### src/rtl/elevator_dispatcher_pkg.sv
// Shared definitions for the elevator dispatcher and the car state machine:
// floor sizing, state encoding, direction constants and floor mask helpers.
package elevator_dispatcher_pkg;

  localparam int FLOOR_W    = 2;
  localparam int NUM_FLOORS = 4;

  typedef logic [FLOOR_W-1:0]    floor_t;
  typedef logic [NUM_FLOORS-1:0] floor_mask_t;

  typedef enum logic [1:0] {
    ST_IDLE      = 2'b00,
    ST_MOVE_UP   = 2'b01,
    ST_MOVE_DOWN = 2'b10,
    ST_DOOR      = 2'b11
  } state_t;

  localparam logic DIR_UP   = 1'b1;
  localparam logic DIR_DOWN = 1'b0;

  // One-hot bit for a single floor
  function automatic floor_mask_t floor_onehot(input floor_t f);
    floor_mask_t m;
    m    = '0;
    m[f] = 1'b1;
    return m;
  endfunction

  // Every floor strictly above f
  function automatic floor_mask_t above_mask(input floor_t f);
    floor_mask_t m;
    for (int i = 0; i < NUM_FLOORS; i++) m[i] = (i > int'(f));
    return m;
  endfunction

  // Every floor strictly below f
  function automatic floor_mask_t below_mask(input floor_t f);
    floor_mask_t m;
    for (int i = 0; i < NUM_FLOORS; i++) m[i] = (i < int'(f));
    return m;
  endfunction

endpackage

### src/rtl/elevator_dispatcher_dwell_timer.sv
// Door dwell down-counter. A load (or a held hold) reloads DWELL_CYCLES-1;
// otherwise it counts down to zero and sits there. expired means count is 0,
// so a freshly loaded count expires DWELL_CYCLES cycles after the load.
module dwell_timer #(
  parameter int DWELL_CYCLES = 50_000_000,
  parameter int CNT_W        = 26
) (
  input  logic CLK,
  input  logic RST_N,
  input  logic load,
  input  logic hold,
  output logic expired
);

  localparam logic [CNT_W-1:0] RELOAD = CNT_W'(DWELL_CYCLES - 1);

  logic [CNT_W-1:0] count;

  // Reload on load/hold, otherwise count down and stop at zero
  always_ff @(posedge CLK or negedge RST_N) begin
    if (!RST_N) begin
      count <= '0;
    end else if (load || hold) begin
      count <= RELOAD;
    end else if (count != '0) begin
      count <= count - CNT_W'(1);
    end
  end

  assign expired = (count == '0);

endmodule

### src/rtl/elevator_dispatcher.sv
// SCAN-policy request dispatcher for the 4-floor elevator car.
// Latches call buttons, steers the car via stop_go/up_down, times the door
// dwell and strobes delete_pos/delete_floor when a floor is served.
// Optional feature macro: DOOR_HOLD_EN adds the door_hold input, which keeps
// the door open for as long as it is asserted.
module elevator_dispatcher
  import elevator_dispatcher_pkg::*;
#(
  parameter int DWELL_CYCLES = 50_000_000,
  parameter int CNT_W        = 26
) (
  input  logic                  CLK,
  input  logic                  RST_N,
`ifdef DOOR_HOLD_EN
  input  logic                  door_hold,
`endif
  input  logic [NUM_FLOORS-1:0] call_btn,
  input  logic [FLOOR_W-1:0]    cur_floor,
  output logic                  stop_go,
  output logic                  up_down,
  output logic                  door_open,
  output logic                  delete_pos,
  output logic [FLOOR_W-1:0]    delete_floor,
  output logic [NUM_FLOORS-1:0] pending
);

  state_t      state;
  logic        dir;

  floor_mask_t here_bit;
  floor_mask_t above;
  floor_mask_t below;
  floor_mask_t clr;
  floor_mask_t call_in;
  logic        any_above;
  logic        any_below;
  logic        at_pending;
  logic        door_entry;
  logic        restart;
  logic        dwell_load;
  logic        dwell_hold;
  logic        dwell_expired;
  logic        door_done;

`ifdef DOOR_HOLD_EN
  assign dwell_hold = (state == ST_DOOR) && door_hold;
`else
  assign dwell_hold = 1'b0;
`endif

  // Request masks relative to the car, door entry and dwell restart decode
  always_comb begin
    here_bit   = floor_onehot(cur_floor);
    above      = pending & above_mask(cur_floor);
    below      = pending & below_mask(cur_floor);
    any_above  = |above;
    any_below  = |below;
    at_pending = |(pending & here_bit);
    door_entry = (state != ST_DOOR) && at_pending;
    restart    = (state == ST_DOOR) && (|(call_btn & here_bit));
    clr        = door_entry ? here_bit : '0;
    call_in    = (state == ST_DOOR) ? (call_btn & ~here_bit) : call_btn;
    dwell_load = door_entry || restart;
    door_done  = dwell_expired && !restart && !dwell_hold;
  end

  dwell_timer #(
    .DWELL_CYCLES (DWELL_CYCLES),
    .CNT_W        (CNT_W)
  ) u_dwell (
    .CLK     (CLK),
    .RST_N   (RST_N),
    .load    (dwell_load),
    .hold    (dwell_hold),
    .expired (dwell_expired)
  );

  // Dispatch FSM with request latch and registered car/door outputs
  always_ff @(posedge CLK or negedge RST_N) begin
    if (!RST_N) begin
      state        <= ST_IDLE;
      dir          <= DIR_UP;
      stop_go      <= 1'b1;
      up_down      <= 1'b1;
      door_open    <= 1'b0;
      delete_pos   <= 1'b0;
      delete_floor <= '0;
      pending      <= '0;
    end else begin
      pending    <= (pending | call_in) & ~clr;
      delete_pos <= 1'b0;
      if (door_entry) begin
        state        <= ST_DOOR;
        stop_go      <= 1'b1;
        door_open    <= 1'b1;
        delete_pos   <= 1'b1;
        delete_floor <= cur_floor;
      end else begin
        case (state)
          ST_IDLE: begin
            if (any_above && (dir == DIR_UP || !any_below)) begin
              state   <= ST_MOVE_UP;
              dir     <= DIR_UP;
              stop_go <= 1'b0;
              up_down <= DIR_UP;
            end else if (any_below) begin
              state   <= ST_MOVE_DOWN;
              dir     <= DIR_DOWN;
              stop_go <= 1'b0;
              up_down <= DIR_DOWN;
            end
          end
          ST_MOVE_UP: begin
            if (!any_above) begin
              state   <= ST_IDLE;
              stop_go <= 1'b1;
            end
          end
          ST_MOVE_DOWN: begin
            if (!any_below) begin
              state   <= ST_IDLE;
              stop_go <= 1'b1;
            end
          end
          ST_DOOR: begin
            if (door_done) begin
              door_open <= 1'b0;
              if ((dir == DIR_UP) ? any_above : any_below) begin
                state   <= (dir == DIR_UP) ? ST_MOVE_UP : ST_MOVE_DOWN;
                stop_go <= 1'b0;
                up_down <= dir;
              end else if ((dir == DIR_UP) ? any_below : any_above) begin
                state   <= (dir == DIR_UP) ? ST_MOVE_DOWN : ST_MOVE_UP;
                dir     <= ~dir;
                stop_go <= 1'b0;
                up_down <= ~dir;
              end else begin
                state <= ST_IDLE;
              end
            end
          end
          default: state <= ST_IDLE;
        endcase
      end
    end
  end

endmodule

### config.mk
export PLATFORM = sky130hd
export DESIGN_NAME = elevator_dispatcher
export DESIGN_NICKNAME = d
export VERILOG_FILES = /design/src/rtl/elevator_dispatcher_pkg.sv /design/src/rtl/elevator_dispatcher_dwell_timer.sv /design/src/rtl/elevator_dispatcher.sv
export SDC_FILE = /design/constraint.sdc
export NUM_CORES = 1
export LEC_CHECK = 0
export ABC_AREA = 0
export CAP_MARGIN = 20
export CORE_UTILIZATION = 51
export DETAILED_ROUTE_END_ITERATION = 10
export GPL_ROUTABILITY_DRIVEN = 0
export GPL_TIMING_DRIVEN = 0
export PLACE_DENSITY = 0.71
export SYNTH_ARGS = -nofsm -noshare
export SYNTH_HDL_FRONTEND = slang
export SYNTH_HIERARCHICAL = 1
export SYNTH_SLANG_ARGS = --single-unit
### constraint.sdc
create_clock -name CLK -period 8 [get_ports CLK]
set_clock_uncertainty 0.05 [all_clocks]
set_input_delay 1.2 -clock CLK [delete_from_list [all_inputs] [get_ports CLK]]
set_output_delay 1.2 -clock CLK [all_outputs]
set_load 0.005 [all_outputs]
# After elaboration in Yosys (flattened, before gate mapping)
# Cells that the tools add are included.
dict set report word_totals {
  regBits 39
  in_bits 8
  output_inout_bits 10
  word_cells 108
}
dict set report op_classes {
  add_sub_neg 1
  order_cmp 8
  eq_ne 14
  mux 40
  bitwise 11
  reduce_logical 25
}
# cell count
set ops {}
lappend ops {{2-to-1 mux 26 bit} 2}
lappend ops {{logical NOT 26 bit} 1}
lappend ops {{nonzero test 26 bit} 1}
lappend ops {{subtractor 26 x 1 -> 26 bit (second input constant)} 1}
lappend ops {{2-to-1 mux 1 bit} 21}
lappend ops {{bitwise AND 4 bit} 5}
lappend ops {{2-to-1 mux 2 bit} 10}
lappend ops {{OR reduction 4 bit} 4}
lappend ops {{!= test 3 bit (second input constant)} 4}
lappend ops {{AND reduction 5 bit} 2}
lappend ops {{2-to-1 mux 4 bit} 2}
lappend ops {{NOT 4 bit} 2}
lappend ops {{one-hot mux 2 bit (4 select lines)} 1}
lappend ops {{nonzero test 2 bit} 4}
lappend ops {{!= test 2 bit (second input constant)} 3}
lappend ops {{AND reduction 6 bit} 1}
lappend ops {{logical AND 1 bit} 5}
lappend ops {{bitwise AND 4 x 3 -> 4 bit} 1}
lappend ops {{equality test 2 bit (second input constant)} 2}
lappend ops {{greater-than comparator 2 bit (first input constant)} 2}
lappend ops {{less-than comparator 1 x 2 -> 1 bit (first input constant)} 2}
lappend ops {{!= test 4 x 2 -> 1 bit (second input constant)} 1}
lappend ops {{!= test 4 bit (second input constant)} 1}
lappend ops {{OR 4 bit} 1}
lappend ops {{other kinds (16)} 20}

# Longest topological paths before layout
# Gate-level depths: netlist (run 1).
dict set report depth {
  word_depth 12
  ltp_mapped 9
  depth_no_buf 9
}

# Hierarchy
# Netlist (run 1), hierarchy kept.
# mod instances cells_per_inst area_each_um2 seq_area_each_um2
set by_module_without_submodules {}
lappend by_module_without_submodules {dwell_timer 1 148 1477.7 650.6}
lappend by_module_without_submodules {elevator_dispatcher 1 95 927.1 329.1}

# Worst setup path before layout (run 1)
# OpenSTA, ideal clock, no wires.
dict set report synth_path {
  path_kind {input to register}
  start {input cur_floor[1]}
  end {register u_dwell.count[17]}
  setup_ps 138
  t_arrival_ps 2707
  required_time_ps 7812
  setup_slack_ps 5105
  cell_stages 8
  n_path_buf 2
  cell_sequence {buf_6 > mux2i_1 > o22ai_4 > a31o_2 > or2_2 > buf_1 > a211oi_1 > a31oi_1}
}
dict set report synth_via {
  elab_chain_cells 9
  word_cells_on_any_way 14
  classes_between {order compare: 2; mux: 3; bitwise: 2; reduce/logical: 7}
}
# element line_no
set synth_rtl {}
lappend synth_rtl {{start: declaration} elevator_dispatcher.sv:18} ;# input logic [FLOOR_W-1:0] cur_floor,
lappend synth_rtl {{less-than comparator 2 x 3 -> 1 bit (not written as such) or greater-or-equal comparator 2 x 1 -> 1 bit (tied branches)} elevator_dispatcher_pkg.sv:25} ;# m[f] = 1'b1;
lappend synth_rtl {{logical AND 1 bit (not written as such)} elevator_dispatcher_pkg.sv:25}
lappend synth_rtl {{2-to-1 mux 1 bit (not written as such)} elevator_dispatcher_pkg.sv:25}
lappend synth_rtl {{demux 1 bit (select 2 bit) *} elevator_dispatcher_pkg.sv:25}
lappend synth_rtl {{bitwise AND 4 bit *} elevator_dispatcher.sv:58} ;# at_pending = |(pending & here_bit);
lappend synth_rtl {{OR reduction 4 bit *} elevator_dispatcher.sv:58}
lappend synth_rtl {{logical AND 1 bit *} elevator_dispatcher.sv:59} ;# door_entry = (state != ST_DOOR) && at_pending;
lappend synth_rtl {{via door_entry} elevator_dispatcher.sv:38} ;# logic door_entry;
lappend synth_rtl {{logical OR 1 bit *} elevator_dispatcher.sv:63} ;# dwell_load = door_entry || restart;
lappend synth_rtl {{via dwell_load} elevator_dispatcher.sv:40} ;# logic dwell_load;
lappend synth_rtl {{2-to-1 mux 26 bit or nonzero test 2 bit (tied branches)} -}
lappend synth_rtl {{end signal: assignment} elevator_dispatcher_dwell_timer.sv:26} ;# count <= count - CNT_W'(1);
lappend synth_rtl {{end: declaration} elevator_dispatcher_dwell_timer.sv:17} ;# logic [CNT_W-1:0] count;
# Mark *: on every way through the listed nets, which the timed path passes. The rest lies on a longest branch.
# A chain may end at the register's enable or synchronous reset.

# Worst setup path in the final report (run 1)
dict set report layout_path {
  start {input cur_floor[1]}
  end {register u_dwell.count[21]}
}
# The elaborated chain is that of the path after synthesis.

==> metrics.md, run 1 <==
| Metric | Value |
|---|---|
| Overall power | `727 uW` |
| Clock latency on the worst-skew pair | `0.30 ns` |
| Ys Warns | `6` |
| Setup crit end kind | `flop` |
| Synth Cell Area | `2400 sq um` |
| Synth top cells by count | `36 x dfrtp_1, 22 x nand2_1, 20 x nor2_1, 13 x o21ai_0, 10 x xor2_1` |
| Core area | `4440 sq um` |
| Register area | `980 sq um` |
| Area grow syn2layout | `15.5%` |
| Number of enable flip-flop cells after synthesis | `0` |
| Data required, critical path | `8.11 ns` |
| VDD IR max | `218 uV` |
| Avg Cell Area, Syn | `9.90 sq um` |
| Status | `finished with violations` |
| Max cap viols | `0` |
| # rows | `24` |
| Clock sinks | `39` |
| Vias in the first global route | `1835` |
| Crit path DAT | `4.01 ns` |
| Failing checks | `design-rule violations` |
| NetSw | `259 uW` |
| Nets | `283` |
| Ant. Diodes | `0` |
| RSZ-0062 raised after global routing | `false` |
| DRT Pass-1 Iters | `7` |
| Die ar. | `4990 sq um` |
| Top-count cell post-synth | `dfrtp_1` |
| Internal | `468 uW` |
| Worst Hold Class | `flop to flop` |
| LEAKAGE | `0.000995 uW` |
| Period minus WS final | `3.90 ns` |
| Switching Share | `0.356` |
| Slew Limit Fails | `0` |
| Combinational share of power | `0.396` |
| Starting Density | `0.541` |
| CTS tree | `yes` |
| TNS Setup | `0 ns` |
| Final design utilization | `0.625` |
| Tcrit/Tclk final | `0.488` |
| Final hold violations | `0` |
| Clock transition at path regs | `0.08 ns` |
| CP Launch Type | `primary input` |
| Initial DRC Count | `193` |
| Post-CTS sizing | `0` |
| Die width | `70.7 um` |
| DRT Wirelength | `5150 um` |
| H-tree lvl count | `2` |
| CTS root buffer | `clkbuf_8` |
| Global-route wire length before repair | `8850 um` |
| Area contributors post-synth | `dfrtp_1 37%, xor2_1 3.6%, nand2_1 3.4%, dfstp_2 3.3%, ha_1 3.1%` |
| Ys flop type | `dfrtp_1` |
| Hold Buf Count CTS | `0` |
| Flop pwr share | `0.366` |
| Gr ovfl total | `0` |
| Detailed-route wire length per cell | `16.0 um` |
| HPWL after detailed placement | `3590 um` |
| Max frequency | `256 MHz` |
| Power per cell area | `262 nW/um^2` |
| Endpoints failing setup | `0` |
| DRC | `2` |
| Area fraction of the dominant cell type after synthesis | `0.375` |
| CTS buffer count | `5` |
| Final ANT Viol Nets | `0` |
| Initial antenna violation count | `0` |
| Layout fillers | `385` |
| Unique masters post-synth | `68` |
| Leading area contributor after synthesis | `dfrtp_1` |
| CTS max path bufs | `2` |
| Via count | `1889` |
| Flops & latches, synth | `39` |
| Cells after Synth | `243` |
| Multi-input logic area | `1360 sq um` |
| Pin count of the biggest net entering global routing | `23` |
| Sequential fraction of the synthesis area | `0.407` |
| Max-slew headroom | `0.520` |
| Share of post-route cells with drive strength above 1 | `0.181` |
| Clock share of power | `0.238` |
| Via-to-Cell Ratio | `5.87` |
| Slew @ Worst Pin | `0.717 ns` |
| Die height | `70.7 um` |
| Total setup buffers inserted after CTS | `0` |
| Ports | `18` |
| Post-synth ARST share | `1.00` |
| Total track usage | `0.228` |
| IO buf count | `16` |
| Worst setup path category | `primary input to flop` |
| Largest fanout on the critical path | `10` |
registers in the layout, indices dropped and copies added, names as in the netlist:
name           cells
delete_floor       2
delete_pos         1
dir                1
door_open          1
pending            4
state              2
stop_go            1
u_dwell/count     26
up_down            1
path summary, 6_finish.rpt:
kind                                        start                end  slack, ns  depth (start not counted)
worst max register to register  u_dwell/count[14]           state[0]       4.90                          8
worst min register to register            up_down            up_down       0.44                          1
min in group asynchronous                   RST_N   u_dwell/count[8]       0.80                          1
max in group asynchronous                   RST_N            up_down       6.55                          2
worst min-delay path                      up_down            up_down       0.44                          1
worst max-delay path                 cur_floor[1]  u_dwell/count[21]       4.10                          8
worst max-delay path, stage by stage:
cell             delay (ns)
clkdlybuf4s50_1        0.58
buf_6                  0.18
mux2i_1                0.40
o22ai_4                0.20
a31o_2                 0.27
nor2_1                 0.55
clkbuf_1               0.50
nand2_1                0.12
cell type report:
cell class / count / share of cell area
multi-input combinational: 191 / 0.490
sequential: 39 / 0.353
timing repair buffer: 17 / 0.0658
clock buffer: 6 / 0.0297
tap: 52 / 0.0234
buffer: 7 / 0.0153
clock inverter: 2 / 0.0126
inverter: 8 / 0.0108
power groups by stage:
stage                     Clock [uW]  Sequential, uW  Combinational, uW
after floorplan                    0             265                188
after global placement             0             269                279
after detailed placement           0             269                285
after CTS                        178             266                289
after global routing             184             272                318
final                            173             266                288
stage by stage:
step | area (sq um) | std cells | hold WS [ns] | worst slack [ns]
floorplan | 2410 | 245 | 0.421 | 5.11
detailed placement | 2660 | 314 | 0.420 | 3.83
global placement | 2640 | 313 | 0.425 | 3.86
CTS | 2780 | 322 | 0.438 | 4.15
finish | 2780 | 322 | 0.435 | 4.10
global route | 2780 | 322 | 0.448 | 3.95
routing by layer:
layer / wire (um) / vias up / global-route usage
met2: 2230 / 24 / 0.331
met1: 2710 / 914 / 0.345
met3: 151 / 4 / 0.0484
met4: 60 / 0 / 0.0667
li1: - / 947 / -
met5: 0 / - / 0
cell families after synthesis:
logic type               share of synthesized area
adder cells (fa/ha/maj)                     0.0312
AO/OA/AOI/OAI                                0.186
buffers and inverters                       0.0302
flip-flops                                   0.407
multiplexers                                0.0359
other                                      0.00156
AND/OR/NAND/NOR                              0.246
XOR/XNOR                                    0.0619
cell usage in the layout, fill, tap and decap left out, types with 5 or more instances in the layout:
master,count
nand2_1,22
ha_1,6
a21oi_1,8
nor3_1,5
xor2_1,10
clkdlybuf4s50_1,15
dfrtp_1,36
or3_1,6
inv_1,8
nor2_1,20
xnor2_1,7
nand3_1,9
clkbuf_8,6
o21ai_0,13
mux2i_1,5
Power figures use the tool's default switching activity.
==> run 2, diff against run 1 <==
--- a/config.mk
+++ b/config.mk
@@ -11,7 +11,7 @@
 export DETAILED_ROUTE_END_ITERATION = 10
 export GPL_ROUTABILITY_DRIVEN = 0
 export GPL_TIMING_DRIVEN = 0
-export PLACE_DENSITY = 0.71
+export PLACE_DENSITY = 0.74
 export SYNTH_ARGS = -nofsm -noshare
 export SYNTH_HDL_FRONTEND = slang
 export SYNTH_HIERARCHICAL = 1
==> constraint.sdc (replaced) <==
create_clock -name CLK -period 3.5 [get_ports CLK]
set_clock_uncertainty 0.05 [all_clocks]
set_input_delay 0.525 -clock CLK [delete_from_list [all_inputs] [get_ports CLK]]
set_output_delay 0.525 -clock CLK [all_outputs]
set_load 0.005 [all_outputs]
==> metrics.md, run 2 (same netlist as run 1, synthesis figures left out) <==
| Metric | Value |
|---|---|
| Post-route design area | `2720 sq um (was 2780 sq um)` |
| Setup crit end kind | `flop (unchanged)` |
| CTS tree | `yes (unchanged)` |
| Worst path max stage delay | `0.56 ns (was 0.58 ns)` |
| Clock latency on the worst-skew pair | `0.30 ns (about the same)` |
| Largest fanout on the critical path | `9 (was 10)` |
| Period minus WS final | `3.08 ns` |
| Data required, critical path | `3.63 ns (was 8.11 ns)` |
| Crit path DAT | `3.21 ns (was 4.01 ns)` |
| Slew Limit Fails | `0 (unchanged)` |
| Worst setup path category | `flop to flop (was primary input to flop)` |
| Endpoints failing setup | `0 (unchanged)` |
| RSZ-0062 raised after global routing | `false (unchanged)` |
| TNS Setup | `0 ns (unchanged)` |
| Fin Hold WS | `0.286 ns (was 0.435 ns)` |
| Final hold violations | `0 (unchanged)` |
| Biggest regs | `u_dwell/count (26), pending (4) (unchanged)` |
| Pin count of the biggest net entering global routing | `40 (was 23)` |
| Slew @ Worst Pin | `0.864 ns (was 0.717 ns)` |
| Total setup buffers inserted after CTS | `0 (unchanged)` |
| CP startpoint | `u_dwell/count[14] (was cur_floor[1])` |
| Ant. Diodes | `0 (unchanged)` |
| Initial antenna violation count | `0 (unchanged)` |
| DRT Wirelength | `4900 um (was 5150 um)` |
| Ordered list of cells on the worst path | `nor4_1 > nand4_1 > nor2_1 > nor2b_1 > a221oi_2 > a41oi_4 > a21oi_1 > a311o_1 (was clkdlybuf4s50_1 > buf_6 > mux2i_1 > o22ai_4 > a31o_2 > nor2_1 > clkbuf_1 > nand2_1)` |
| CTS root buffer | `clkbuf_8 (unchanged)` |
| Final ANT Viol Nets | `0 (unchanged)` |
| Global-route wire length before repair | `8580 um (was 8850 um)` |
| Worst Path Buf+Inv | `0 (was 3)` |
| CTS max path bufs | `2 (unchanged)` |
| Max-slew headroom | `0.424 (was 0.520)` |
| Top delay family on crit path | `simple AND/OR/NAND/NOR gates (was buffers and inverters)` |
| Status | `finished, final reports clean (was finished with violations)` |
| Area grow syn2layout | `13.1% (was 15.5%)` |
| Worst R2R Setup Slack | `0.42 ns (was 4.90 ns)` |
| Gr ovfl total | `0 (unchanged)` |
| Most flops, register | `u_dwell/count (unchanged)` |
| Reg2reg end | `state[0] (unchanged)` |
| Initial DRC Count | `80 (was 193)` |
| DP Area | `2630 sq um (was 2660 sq um)` |
| VDD IR max | `415 uV (was 218 uV)` |
| # rows | `24 (unchanged)` |
| Starting Density | `0.541 (unchanged)` |
| Post-CTS sizing | `0 (unchanged)` |
| Leading cell type in the layout, fill and taps excluded | `dfrtp_1 (unchanged)` |
| Die width | `70.7 um (unchanged)` |
| Via-to-Cell Ratio | `5.81 (was 5.87)` |
| Die ar. | `4990 sq um (unchanged)` |
| CTS buffer count | `5 (unchanged)` |
| H-tree lvl count | `2 (unchanged)` |
| Clock transition at path regs | `0.07 ns (was 0.08 ns)` |
| HPWL after detailed placement | `3550 um (was 3590 um)` |
| LEAKAGE | `0.000968 uW (was 0.000995 uW)` |
| Max cap viols | `0 (unchanged)` |
| Final design utilization | `0.612 (was 0.625)` |
| Die height | `70.7 um (unchanged)` |
| Nets | `282 (was 283)` |
| Max frequency | `324 MHz` |
| Hold Buf Count CTS | `0 (unchanged)` |
| Tcrit/Tclk final | `0.881` |
| Max reg flops | `26 (unchanged)` |
| Detailed-route wire length per cell | `15.3 um (was 16.0 um)` |
| Share of post-route cells with drive strength above 1 | `0.175 (was 0.181)` |
| CP Capture Point | `state[0] (was u_dwell/count[21])` |
| Via count | `1859 (was 1889)` |
| DRT Pass-1 Iters | `4 (was 7)` |
| DRC | `0 (was 2)` |
| Clock sinks | `39 (unchanged)` |
| Worst reg2reg path depth | `8 (unchanged)` |
| Most frequent cells in the layout | `36 x dfrtp_1, 22 x nand2_1, 20 x nor2_1, 15 x clkdlybuf4s50_1, 13 x o21ai_0 (unchanged)` |
| Cell depth of the worst setup path | `8 (unchanged)` |
| Layout fillers | `388 (was 385)` |
| Worst Hold Class | `primary input to asynchronous set/reset pin (was flop to flop)` |
| Total track usage | `0.221 (was 0.228)` |
| IO buf count | `16 (unchanged)` |
| Ports | `18 (unchanged)` |
| Slowest-stage cell, CP | `nor4_1 (was clkdlybuf4s50_1)` |
| Power per cell area | `574 nW/um^2 (was 262 nW/um^2)` |
| Core area | `4440 sq um (unchanged)` |
| Vias in the first global route | `1777 (was 1835)` |
| CP Launch Type | `flop (was primary input)` |
| RR Startpoint | `u_dwell/count[14] (unchanged)` |
run 2: cell types whose count changed in the layout (fill, tap and decap cells not counted), sizes merged:
cell / change
buf: -1
bufinv: -1
run 2: through the flow:
stage               total power, uW  instances  setup slack, ns
floorplan                      1040        245            0.989
global placement               1240        313            0.116
detailed placement             1260        313            0.120
CTS                            1580        320            0.421
global route                   1670        320            0.214
finish                         1560        320            0.418
run 2: routing by layer:
| metal | wire (um) | vias to the layer above | global-route usage |
|---|---|---|---|
| met3 | 125 | 7 | 0.0470 |
| met2 | 2120 | 19 | 0.325 |
| met1 | 2590 | 893 | 0.327 |
| met4 | 69 | 0 | 0.0733 |
| met5 | 0 | - | 0 |
| li1 | - | 940 | - |
run 2: cell type report:
class	instances	area, sq um	area share
sequential	39	980	0.360
clock buffer	6	82.6	0.0304
multi-input combinational	191	1360	0.500
clock inverter	1	5.00	0.00184
tap	52	65.1	0.0239
timing repair buffer	16	155	0.0570
buffer	7	42.5	0.0156
inverter	8	30.0	0.0110
run 2: where the power goes:
| group | total [uW] | switching, uW | internal, uW |
|---|---|---|---|
| Combinational | 643 | 341 | 302 |
| Sequential | 612 | 76.6 | 535 |
| Clock | 307 | 153 | 155 |
| Total | 1560 | 570 | 992 |
run 2: worst min-delay path by stage:
stage / start / slack, ns / endpoint
finish: RST_N / 0.29 / pending[0]
detailed placement: up_down / 0.43 / up_down
global placement: up_down / 0.43 / up_down
global route: RST_N / 0.36 / pending[0]
CTS: RST_N / 0.32 / pending[2]
floorplan: RST_N / 0.18 / delete_floor[0]
